[config.mk]
export PLATFORM = sky130hd
export DESIGN_NAME = riscv_commit_trace
export DESIGN_NICKNAME = d
export VERILOG_FILES = /design/src/rtl/riscv_commit_trace.sv
export SDC_FILE = /design/constraint.sdc
export NUM_CORES = 1
export LEC_CHECK = 0
export ABC_CLOCK_PERIOD_IN_PS = 16100
export CELL_PAD_IN_SITES_DETAIL_PLACEMENT = 0
export CELL_PAD_IN_SITES_GLOBAL_PLACEMENT = 1
export CORE_UTILIZATION = 51
export DETAILED_ROUTE_END_ITERATION = 7
export GPL_TIMING_DRIVEN = 0
export PLACE_DENSITY_LB_ADDON = 0.1
export SYNTH_ARGS = -nofsm -noshare
export SYNTH_HDL_FRONTEND = slang
export SYNTH_SLANG_ARGS = --single-unit
[constraint.sdc]
create_clock -name clk -period 16.1 [get_ports clk]
set_input_delay 3.22 -clock clk [delete_from_list [all_inputs] [get_ports clk]]
set_output_delay 3.22 -clock clk [all_outputs]
set_load 0.02 [all_outputs]
[src/rtl/riscv_commit_trace.sv]
// Commit/trace buffer: captures per-cycle regfile writeback and data-memory accesses into a timestamped FIFO.
// Latency: an event captured at edge N is visible on the readout from cycle N+1. Readout is valid/ready; a full FIFO drops the newest or overwrites the oldest (WRAP).
module riscv_commit_trace #(
    parameter int DATA_W         = 32,
    parameter int ADDR_W         = 9,
    parameter int DEPTH          = 8,
    parameter int TS_W           = 16,
    parameter int MODE           = 0,
    parameter int WRAP           = 0,
    parameter int FREEZE_ON_HALT = 1
) (
    input  logic                       clk,
    input  logic                       reset,
    input  logic                       clear,
    input  logic                       reg_write_sig,
    input  logic [4:0]                 reg_num,
    input  logic [DATA_W-1:0]          reg_data,
    input  logic                       wr,
    input  logic                       rd,
    input  logic [ADDR_W-1:0]          addr,
    input  logic [DATA_W-1:0]          wr_data,
    input  logic [DATA_W-1:0]          rd_data,
    input  logic                       halt,
    output logic                       out_valid,
    input  logic                       out_ready,
    output logic [TS_W-1:0]            out_ts,
    output logic                       out_reg_v,
    output logic [4:0]                 out_reg_num,
    output logic [DATA_W-1:0]          out_reg_data,
    output logic [1:0]                 out_mem_type,
    output logic [ADDR_W-1:0]          out_mem_addr,
    output logic [DATA_W-1:0]          out_mem_data,
    output logic [$clog2(DEPTH):0]     count,
    output logic                       full,
    output logic [15:0]                drop_cnt,
    output logic                       frozen
);

    localparam int PW = $clog2(DEPTH);
    localparam int CW = PW + 1;

    typedef struct packed {
        logic [TS_W-1:0]   ts;
        logic              reg_v;
        logic [4:0]        reg_num;
        logic [DATA_W-1:0] reg_data;
        logic [1:0]        mem_type;
        logic [ADDR_W-1:0] mem_addr;
        logic [DATA_W-1:0] mem_data;
    } entry_t;

    entry_t          mem_q [DEPTH];
    logic [PW-1:0]   wr_ptr_q, wr_ptr_d;
    logic [PW-1:0]   rd_ptr_q, rd_ptr_d;
    logic [CW-1:0]   count_q, count_d;
    logic [TS_W-1:0] ts_q, ts_d;
    logic [15:0]     drop_q, drop_d;
    logic            frozen_q, frozen_d;

    logic   reg_ev, mem_ev, push, pop, full_w, we;
    entry_t new_ent, head;

    // Build the entry; a half that is filtered out or absent stays zero.
    always_comb begin
        reg_ev  = reg_write_sig && (reg_num != 5'd0) && (MODE != 2);
        mem_ev  = (wr || rd) && (MODE != 1);
        new_ent = '0;
        new_ent.ts = ts_q;
        if (reg_ev) begin
            new_ent.reg_v    = 1'b1;
            new_ent.reg_num  = reg_num;
            new_ent.reg_data = reg_data;
        end
        if (mem_ev) begin
            new_ent.mem_type = wr ? 2'b10 : 2'b11;
            new_ent.mem_addr = addr;
            new_ent.mem_data = wr ? wr_data : rd_data;
        end
    end

    assign full_w = (count_q == CW'(DEPTH));
    assign push   = (reg_ev || mem_ev) && !frozen_q && !clear;
    assign pop    = (count_q != '0) && out_ready && !clear;

    always_comb begin
        wr_ptr_d = wr_ptr_q;
        rd_ptr_d = rd_ptr_q;
        count_d  = count_q;
        drop_d   = drop_q;
        frozen_d = frozen_q;
        ts_d     = ts_q + TS_W'(1);
        we       = 1'b0;
        if (clear) begin
            wr_ptr_d = '0;
            rd_ptr_d = '0;
            count_d  = '0;
            drop_d   = '0;
            frozen_d = 1'b0;
        end else begin
            if (push && full_w && !pop) begin
                if (drop_q != 16'hFFFF) begin
                    drop_d = drop_q + 16'd1;
                end
                // Overwrite mode: slot at wr_ptr is the oldest entry, so both pointers step together.
                if (WRAP == 1) begin
                    we       = 1'b1;
                    wr_ptr_d = wr_ptr_q + PW'(1);
                    rd_ptr_d = rd_ptr_q + PW'(1);
                end
            end else begin
                if (push) begin
                    we       = 1'b1;
                    wr_ptr_d = wr_ptr_q + PW'(1);
                end
                if (pop) begin
                    rd_ptr_d = rd_ptr_q + PW'(1);
                end
                case ({push, pop})
                    2'b10:   count_d = count_q + CW'(1);
                    2'b01:   count_d = count_q - CW'(1);
                    default: count_d = count_q;
                endcase
            end
            if ((FREEZE_ON_HALT != 0) && halt) begin
                frozen_d = 1'b1;
            end
        end
    end

    always_ff @(posedge clk) begin
        if (reset) begin
            wr_ptr_q <= '0;
            rd_ptr_q <= '0;
            count_q  <= '0;
            ts_q     <= '0;
            drop_q   <= '0;
            frozen_q <= 1'b0;
        end else begin
            wr_ptr_q <= wr_ptr_d;
            rd_ptr_q <= rd_ptr_d;
            count_q  <= count_d;
            ts_q     <= ts_d;
            drop_q   <= drop_d;
            frozen_q <= frozen_d;
        end
    end

    always_ff @(posedge clk) begin
        if (we && !reset) begin
            mem_q[wr_ptr_q] <= new_ent;
        end
    end

    // Readout fields are forced to zero while empty so stale storage never leaks out.
    assign head         = (count_q != '0) ? mem_q[rd_ptr_q] : '0;
    assign out_valid    = (count_q != '0);
    assign out_ts       = head.ts;
    assign out_reg_v    = head.reg_v;
    assign out_reg_num  = head.reg_num;
    assign out_reg_data = head.reg_data;
    assign out_mem_type = head.mem_type;
    assign out_mem_addr = head.mem_addr;
    assign out_mem_data = head.mem_data;
    assign count        = count_q;
    assign full         = full_w;
    assign drop_cnt     = drop_q;
    assign frozen       = frozen_q;

endmodule

==> run metrics, run 1 <==
outcome=finished, final reports clean; Clock power frac=0.440; Finish-stage setup viols=0; Post-Syn Instances=1592; PostCTS Resize Cnt=0; Initial Utilization=0.519; CTS tree=yes; Net Sw Frac=0.196; NetSw=0.898 mW; Netlist cell types=50; # port buffers=235; crit-path max cell delay=800 ps; first-pass GRT wire length=109 mm; Hold Violations, Final=0; drt total wl=72.5 mm; post-detail-place hpwl=50.2 mm; syn avg cell area=20.2 um2; setup ws final=8660 ps; Max-slew headroom=0.289; setup repair bufs after CTS=0; critical path launch point type=flip-flop; Slowest cell on crit path=buf_1; Final nets=2181; Setup Crit Path Kind=reg -> out; clk buf depth=3; share of layout cells above drive strength 1=0.236; total CTS buffers=83; Area growth syn-to-layout=23.5%; Cell Rows=91; commonest non-fill, non-tap cell in the layout=edfxtp_1; Pre-Repair DR Iteration Count=5; number of enable flip-flop cells after synthesis=776; fmax=0.134 GHz; P_int=3.68 mW; Placed Area=36900 um2; worst vdd ir=0.000114 V; Crit path arrival time=4220 ps; Avg Vias per Cell=5.64; wire length per cell=24.5 um; most frequent cells in the layout=edfxtp_1 (776), clkdlybuf4s50_1 (235), mux4_2 (194), nor2_1 (123), buf_4 (117); number of global-route vias before repair=17400; GR Util All Layers=0.232; Final period util=0.462; die area=64200 um2; Die Y=253 um; crit path max fanout=10; Setup Skew=17.5 ps; clk slew on worst S/H paths=60 ps; hold buffers post-CTS=0; Hold Crit Class=reg -> reg; clock latency on the worst-skew pair=610 ps; Initial DRC Count=1203; final design utilization=0.641; Combinational Power Share=0.044; via count of the routed design=16700; Req. time, crit path=12880 ps; antenna violations before repair=5; Ports=238; Worst setup EP type=primary output; largest net degree at the start of global routing=18; htree depth=3; max-cap violations=0; CTS Sinks=822; Seq/Total Area, Yosys=0.752; Syn. warnings=0; root buffer cell=clkbuf_16; max-slew violations=0; Post-Syn Area=32200 um2; DRC=0; Routed Antenna Nets=0; pwr/cell area=115 nW/um2; Async SR Flop Fraction=0; Leak=12.7 nW; min cycle time layout=7440 ps; die width=253 um; Synth Register Bits=822; Synth Flop Type=edfxtp_1; total grt overflow=0; Post-Syn Nets=1717; CP Cell Sequence=clkbuf_1 -> clkbuf_1 -> buf_1 -> mux2i_1 -> nor2_1 -> clkdlybuf4s50_1; unrepaired setup endpoints after global routing=no; Setup WS pre-CTS=8920 ps; Crit path top cell by count=clkbuf_1; sequential power share=0.516; total core area=62100 um2; Worst Tran Pin Value=1060 ps; RD Place Congestion=0.813; finished layout cell area=39800 um2
[power groups by stage]
stage          combinational (mW)  clock [mW]  sequential (mW)
2_1_floorplan               0.101           0             2.41
3_3_place_gp                0.193           0             2.42
3_5_place_dp                0.205           0             2.41
4_1_cts                     0.206        2.05             2.36
5_1_grt                     0.218        2.13             2.36
6_report                    0.202        2.02             2.36
[path summary, 6_finish.rpt]
| path | startpoint | endpoint | cells past startpoint | slack, ps |
|---|---|---|---|---|
| worst max-delay path | flip-flop | out_reg_num[0] | 6 | 8660 |
| worst max register to register | count[0]$_SDFFE_PP0P_ | mem_q[0][34]$_DFFE_PP_ | 12 | 12440 |
| worst min register to register | drop_cnt[15]$_SDFFE_PP0P_ | drop_cnt[15]$_SDFFE_PP0P_ | 2 | 490 |
| worst min-delay path | drop_cnt[15]$_SDFFE_PP0P_ | drop_cnt[15]$_SDFFE_PP0P_ | 2 | 490 |
[cell usage after synthesis, drive strengths merged, types with 2 or more instances]
| cell type | instances | area [um2] |
|---|---|---|
| ha | 7 | 87.6 |
| mux2i | 101 | 1010 |
| or3 | 16 | 110 |
| nor4b | 5 | 58.8 |
| nand3b | 2 | 15.0 |
| o31a | 2 | 17.5 |
| nor2 | 123 | 462 |
| edfxtp | 776 | 23300 |
| o41ai | 2 | 17.5 |
| nand3 | 11 | 55.1 |
| nor2b | 6 | 37.5 |
| a22o | 32 | 280 |
| and3 | 5 | 31.3 |
| dfxtp | 46 | 921 |
| and2 | 48 | 300 |
| nor4 | 6 | 37.5 |
| buf | 36 | 173 |
| and4 | 5 | 43.8 |
| o31ai | 4 | 30.0 |
| or4 | 4 | 30.0 |
| inv | 7 | 26.3 |
| mux4 | 194 | 4370 |
| nor3 | 6 | 30.0 |
| nand2 | 16 | 60.1 |
| nand4 | 10 | 62.6 |
| clkbuf | 56 | 213 |
| xnor2 | 9 | 78.8 |
| xor2 | 7 | 61.3 |
| a21oi | 20 | 100 |
| o21ai | 17 | 88.8 |
[sequential cells by signal, indices dropped and copies added, names as in the netlist, named ones only]
register and cells:
frozen 1, wr_ptr_q 3, count 4, ts_q 16, rd_ptr_q 3, drop_cnt 16
mem_q 776
[cell type report]
type / count / area, um2
antenna: 1 / 2.50
buffer: 92 / 385
clock buffer: 108 / 2350
clock inverter: 47 / 559
fill: 4293 / 22300
inverter: 7 / 26.3
multi-input combinational: 671 / 7650
sequential: 822 / 24200
tap: 837 / 1050
timing repair buffer: 379 / 3560
[cells by family (layout without fill, tap and decap cells)]
| kind of cell | Yosys count | after routing | synth area share |
|---|---|---|---|
| adder cells (fa/ha/maj) | 7 | 7 | 0.00272 |
| multiplexers | 295 | 295 | 0.167 |
| AO/OA/AOI/OAI | 84 | 84 | 0.0183 |
| flip-flops | 822 | 822 | 0.752 |
| other | 0 | 1 | 0 |
| AND/OR/NAND/NOR | 269 | 269 | 0.0429 |
| buffers and inverters | 99 | 633 | 0.0128 |
| XOR/XNOR | 16 | 16 | 0.00435 |
[through the flow]
stage / hold slack, ps / power, mW / std cells / TNS (ps)
after floorplan: 485 / 2.51 / 1592 / 0
after global placement: 478 / 2.61 / 2664 / -7458400
after detailed placement: 482 / 2.61 / 2808 / 0
after CTS: 496 / 4.62 / 2963 / 0
after global routing: 527 / 4.72 / 2963 / 0
final: 490 / 4.58 / 2964 / 0
[metal layers]
metal,vias up,global-route usage,part of all wire
met5,-,0,0.00051
met4,6,0.0570,0.016
met3,90,0.0419,0.060
met2,482,0.382,0.50
met1,8696,0.323,0.42
li1,7438,-,-
[critical path, delay by kind of cell, from the launching register on]
family	cells	cell delay [ps]
muxes	1	210
buffers and inverters	4	2830
and+or+nand+nor	1	240
DFF	1	310
Note: power is estimated with default switching activity, not from simulation.
==> run 2, diff against run 1 <==
ABC_CLOCK_PERIOD_IN_PS = 7100   (was 16100)
clock period = 7.1 ns   (was 16.1 ns; I/O delays follow)
==> run 2 against run 1 <==
Net effect:
- register-to-register slack worse by 8700 ps
- worst setup slack worse by 7100 ps
- sequential power is 130% higher
- via count is 1.4% lower
- largest power group unchanged
==> run metrics, run 2 (same netlist as run 1, synthesis figures left out) <==
fmax=0.180 GHz; htree depth=3; PostCTS Resize Cnt=0; setup TNS=0 ps; Setup Skew=14.7 ps; Die Y=253 um; clock latency on the worst-skew pair=620 ps; Max-slew headroom=0.336; clk slew on worst S/H paths=60 ps; setup repair bufs after CTS=0; max-slew violations=0; wire length per cell=24.6 um; commonest non-fill, non-tap cell in the layout=edfxtp_1; Leak=12.3 nW; post-detail-place hpwl=48.3 mm; final hold slack=504 ps; final design utilization=0.635; RD Place Congestion=0.827; total CTS buffers=82; hold buffers post-CTS=0; DRC=0; Initial Utilization=0.519; min-delay src=drop_cnt[11]$_SDFFE_PP0P_; Sequential Area=24200 um2; Worst Tran Pin Value=997 ps; # port buffers=235; Avg Vias per Cell=5.68; die width=253 um; Setup Crit Path Kind=reg -> out; drt total wl=71.5 mm; worst vdd ir=0.000183 V; Cell Rows=91; area taken by multi-input logic gates=7710 um2; Hold Violations, Final=0; largest net degree at the start of global routing=18; CTS Sinks=822; via count of the routed design=16500; crit path max fanout=10; pwr/cell area=252 nW/um2; Area growth syn-to-layout=22.3%; first-pass GRT wire length=108 mm; Routed Antenna Nets=0; Largest Register=mem_q; critical path launch point type=flip-flop; Worst setup EP type=primary output; total core area=62100 um2; outcome=finished, final reports clean; min cycle time layout=5550 ps; antenna violations before repair=4; Finish-stage setup viols=0; finished layout cell area=39400 um2; Hold Crit Class=reg -> reg; total grt overflow=0; worst reg2reg path startpoint=count[0]$_SDFFE_PP0P_; Placed Area=36900 um2; Pre-Repair DR Iteration Count=4; max FFs per register=776; number of diodes=0; root buffer cell=clkbuf_16; FILL cells=4347; Initial DRC Count=1295; max-cap violations=0; GR Util All Layers=0.230; Ports=238; CTS tree=yes; unrepaired setup endpoints after global routing=no; Crit path arrival time=4130 ps; Final nets=2124; die area=64200 um2; number of global-route vias before repair=17100; clk buf depth=3; share of layout cells above drive strength 1=0.206; most frequent cells in the layout=edfxtp_1 (776), clkdlybuf4s50_1 (235), mux4_2 (194), nor2_1 (123), mux2i_1 (101); Req. time, crit path=5680 ps; Final period util=0.782
==> run 2: final cells by class <==
| type | count | share of cell area |
|---|---|---|
| Buffer | 92 | 0.00978 |
| Clock buffer | 115 | 0.0578 |
| Clock inverter | 33 | 0.00651 |
| Inverter | 7 | 0.000667 |
| Multi-Input combinational cell | 671 | 0.196 |
| Sequential cell | 822 | 0.615 |
| Tap cell | 837 | 0.0266 |
| Timing Repair Buffer | 323 | 0.0884 |
==> run 2: report_power, final <==
part | total (mW) | internal, mW | switching, mW
combinational | 0.459 | 0.207 | 0.253
clock | 4.10 | 2.38 | 1.72
sequential | 5.36 | 5.34 | 0.0138
==> run 2: final timing paths <==
check / to / slack, ps / cells after the start
worst max register to register: mem_q[1][56]$_DFFE_PP_ / 3780 / 10
worst min-delay path: drop_cnt[11]$_SDFFE_PP0P_ / 500 / 2
worst min register to register: drop_cnt[11]$_SDFFE_PP0P_ / 500 / 2
worst max-delay path: out_reg_data[29] / 1550 / 6
==> run 2: per-stage QoR <==
step	power [mW]	instances	setup slack, ps
2_1_floorplan	5.69	1592	-1160
3_3_place_gp	5.91	2664	-7490
3_5_place_dp	5.93	2752	2020
4_1_cts	10.0	2900	1350
5_1_grt	10.2	2900	1320
6_report	9.92	2900	1550
==> run 2: per-layer routing <==
metal / vias to the layer above / wire length, um / track usage
met5: - / 34 / 0
met1: 8610 / 31200 / 0.330
li1: 7327 / - / -
met2: 461 / 34900 / 0.367
met4: 6 / 993 / 0.0575
met3: 69 / 4280 / 0.0445
==> run 2: worst max-delay path, cell delays in order (launching register included) <==
cell	delay [ps]
dfxtp_1	300
clkbuf_1	580
clkbuf_1	760
buf_1	790
mux2i_1	180
nor2_1	250
clkdlybuf4s50_1	660
==> run 3, diff against run 2 <==
ABC_CLOCK_PERIOD_IN_PS = 4470   (was 7100)
CORE_UTILIZATION = 46   (was 51)
clock period = 4.47 ns   (was 7.1 ns; I/O delays follow)
==> run 3 against run 2 <==
Net effect:
- first-iteration DRC count is 7.1% lower
- largest cell class unchanged
- worst hold slack better by 4.2 ps
- critical endpoint is now out_ts[14]
- via count grew 0.25%
- sequential cell count unchanged
- die area grew 11%
- power grew 61%
- critical path depth grew 1
- final cell count is 3.4% higher
- count of clock-buffer cells in the layout up 1
==> run metrics, run 3 (same netlist as run 1, synthesis figures left out) <==
unrepaired setup endpoints after global routing=no; die width=267 um; Hold Crit Class=reg -> reg; clk slew on worst S/H paths=60 ps; commonest non-fill, non-tap cell in the layout=edfxtp_1; pwr/cell area=402 nW/um2; Combinational Power Share=0.046; Req. time, crit path=3580 ps; Pre-Repair DR Iteration Count=5; Cell Rows=96; final design utilization=0.577; total CTS buffers=84; Setup Skew=19.8 ps; hold path depth=2; worst reg2reg path endpoint=mem_q[2][28]$_DFFE_PP_; wire length per cell=24.5 um; sequential power share=0.532; GR Util All Layers=0.213; via count of the routed design=16500; Area growth syn-to-layout=23.5%; FILL cells=5250; P_int=12.8 mW; CTS tree=yes; Setup Crit Path Kind=reg -> out; CTS Sinks=822; # port buffers=235; hold buffers post-CTS=0; root buffer cell=clkbuf_16; die area=71100 um2; clk buf depth=3; Initial Utilization=0.467; worst reg2reg path startpoint=count[0]$_SDFFE_PP0P_; crit path max fanout=10; R2R Setup Slk=1120 ps; fmax=0.232 GHz; Ports=238; htree depth=3; min cycle time layout=4320 ps; number of global-route vias before repair=17400; NetSw=3.24 mW; critical path launch point type=flip-flop; Clock power frac=0.421; first-pass GRT wire length=110 mm; Die Y=267 um; DRC=0; reg2reg path depth=12; Final period util=0.966; Routed Antenna Nets=0; Largest Register=mem_q; Crit path arrival time=3430 ps; Finish-stage setup viols=0; clock latency on the worst-skew pair=620 ps; antenna violations before repair=6; worst vdd ir=0.000280 V; max FFs per register=776; outcome=finished, final reports clean; share of layout cells above drive strength 1=0.225; Initial DRC Count=1203; Hold Violations, Final=0; most frequent cells in the layout=edfxtp_1 (776), clkdlybuf4s50_1 (235), mux4_2 (194), nor2_1 (123), mux2i_1 (101); total grt overflow=0; Worst setup endpoint=out_ts[14]; max-slew violations=0; max-cap violations=0; Net Sw Frac=0.202; Worst Tran Pin Value=997 ps; total core area=68900 um2; drt total wl=73.6 mm; RD Place Congestion=0.803; total design power=16.0 mW; Worst setup EP type=primary output; largest net degree at the start of global routing=18; Leak=12.4 nW; Avg Vias per Cell=5.51; post-detail-place hpwl=50.2 mm; final hold slack=508 ps; Final nets=2125; Max-slew headroom=0.335
## run 3: final cells by class
| cell class | instances | area (um2) | area share |
|---|---|---|---|
| flip-flops and latches | 822 | 24200 | 0.609 |
| clock inverters | 37 | 323 | 0.00811 |
| inverters | 7 | 26.3 | 0.000660 |
| diodes | 2 | 5.00 | 0.000126 |
| plain buffers | 90 | 488 | 0.0123 |
| repair buffers | 324 | 3490 | 0.0876 |
| well taps | 931 | 1160 | 0.0293 |
| multi-input cells | 671 | 7740 | 0.195 |
| clock buffers | 116 | 2330 | 0.0585 |
## run 3: power by group through the flow
stage	combinational, mW	clock, mW	sequential, mW
after floorplan	0.372	0	8.67
after global placement	0.712	0	8.68
after detailed placement	0.750	0	8.67
after CTS	0.754	6.89	8.51
after global routing	0.796	7.16	8.51
final	0.740	6.74	8.51
## run 3: what timing repair did
item	4_1_cts	5_1_grt
gates resized for setup	51	5
setup endpoints to repair	97	29
setup buffers	0	0
endpoints found under the hold margin	0	0
## run 3: how the worst min path moves through the flow
stage	startpoint	end
4_1_cts	drop_cnt[15]$_SDFFE_PP0P_	drop_cnt[15]$_SDFFE_PP0P_
6_report	drop_cnt[15]$_SDFFE_PP0P_	drop_cnt[15]$_SDFFE_PP0P_
3_5_place_dp	drop_cnt[11]$_SDFFE_PP0P_	drop_cnt[11]$_SDFFE_PP0P_
2_1_floorplan	rd_ptr_q[2]$_SDFFE_PP0P_	flip-flop
3_3_place_gp	drop_cnt[15]$_SDFFE_PP0P_	drop_cnt[15]$_SDFFE_PP0P_
5_1_grt	drop_cnt[15]$_SDFFE_PP0P_	drop_cnt[15]$_SDFFE_PP0P_
## run 3: stage by stage
| stage | cell area (um2) | setup TNS (ps) | worst slack [ps] | cells |
|---|---|---|---|---|
| floorplan | 32400 | -596580 | -855 | 1592 |
| global placement | 35900 | -3849050 | -4850 | 2758 |
| detailed placement | 37000 | -442 | -81.5 | 2847 |
| CTS | 39800 | 0 | 13.9 | 2999 |
| global route | 39800 | 0 | 2.33 | 2998 |
| finish | 39800 | 0 | 151 | 3000 |
## run 3: layer usage
metal  GRT usage  share of wire  routed length (um)  vias to the layer above
li1            -              -                   -                     7335
met1       0.300           0.44               32100                     8693
met2       0.343           0.49               36100                      392
met3      0.0398          0.055                4030                       87
met4      0.0533          0.016                1210                        8
met5           0        0.00077                  57                        -
## run 3: critical path, cell delays in order (launching register included)
cell	delay, ps
dfxtp_1	300
clkbuf_1	310
buf_2	430
clkbuf_2	410
mux4_2	380
mux2i_1	300
nor2_1	120
clkdlybuf4s50_1	570
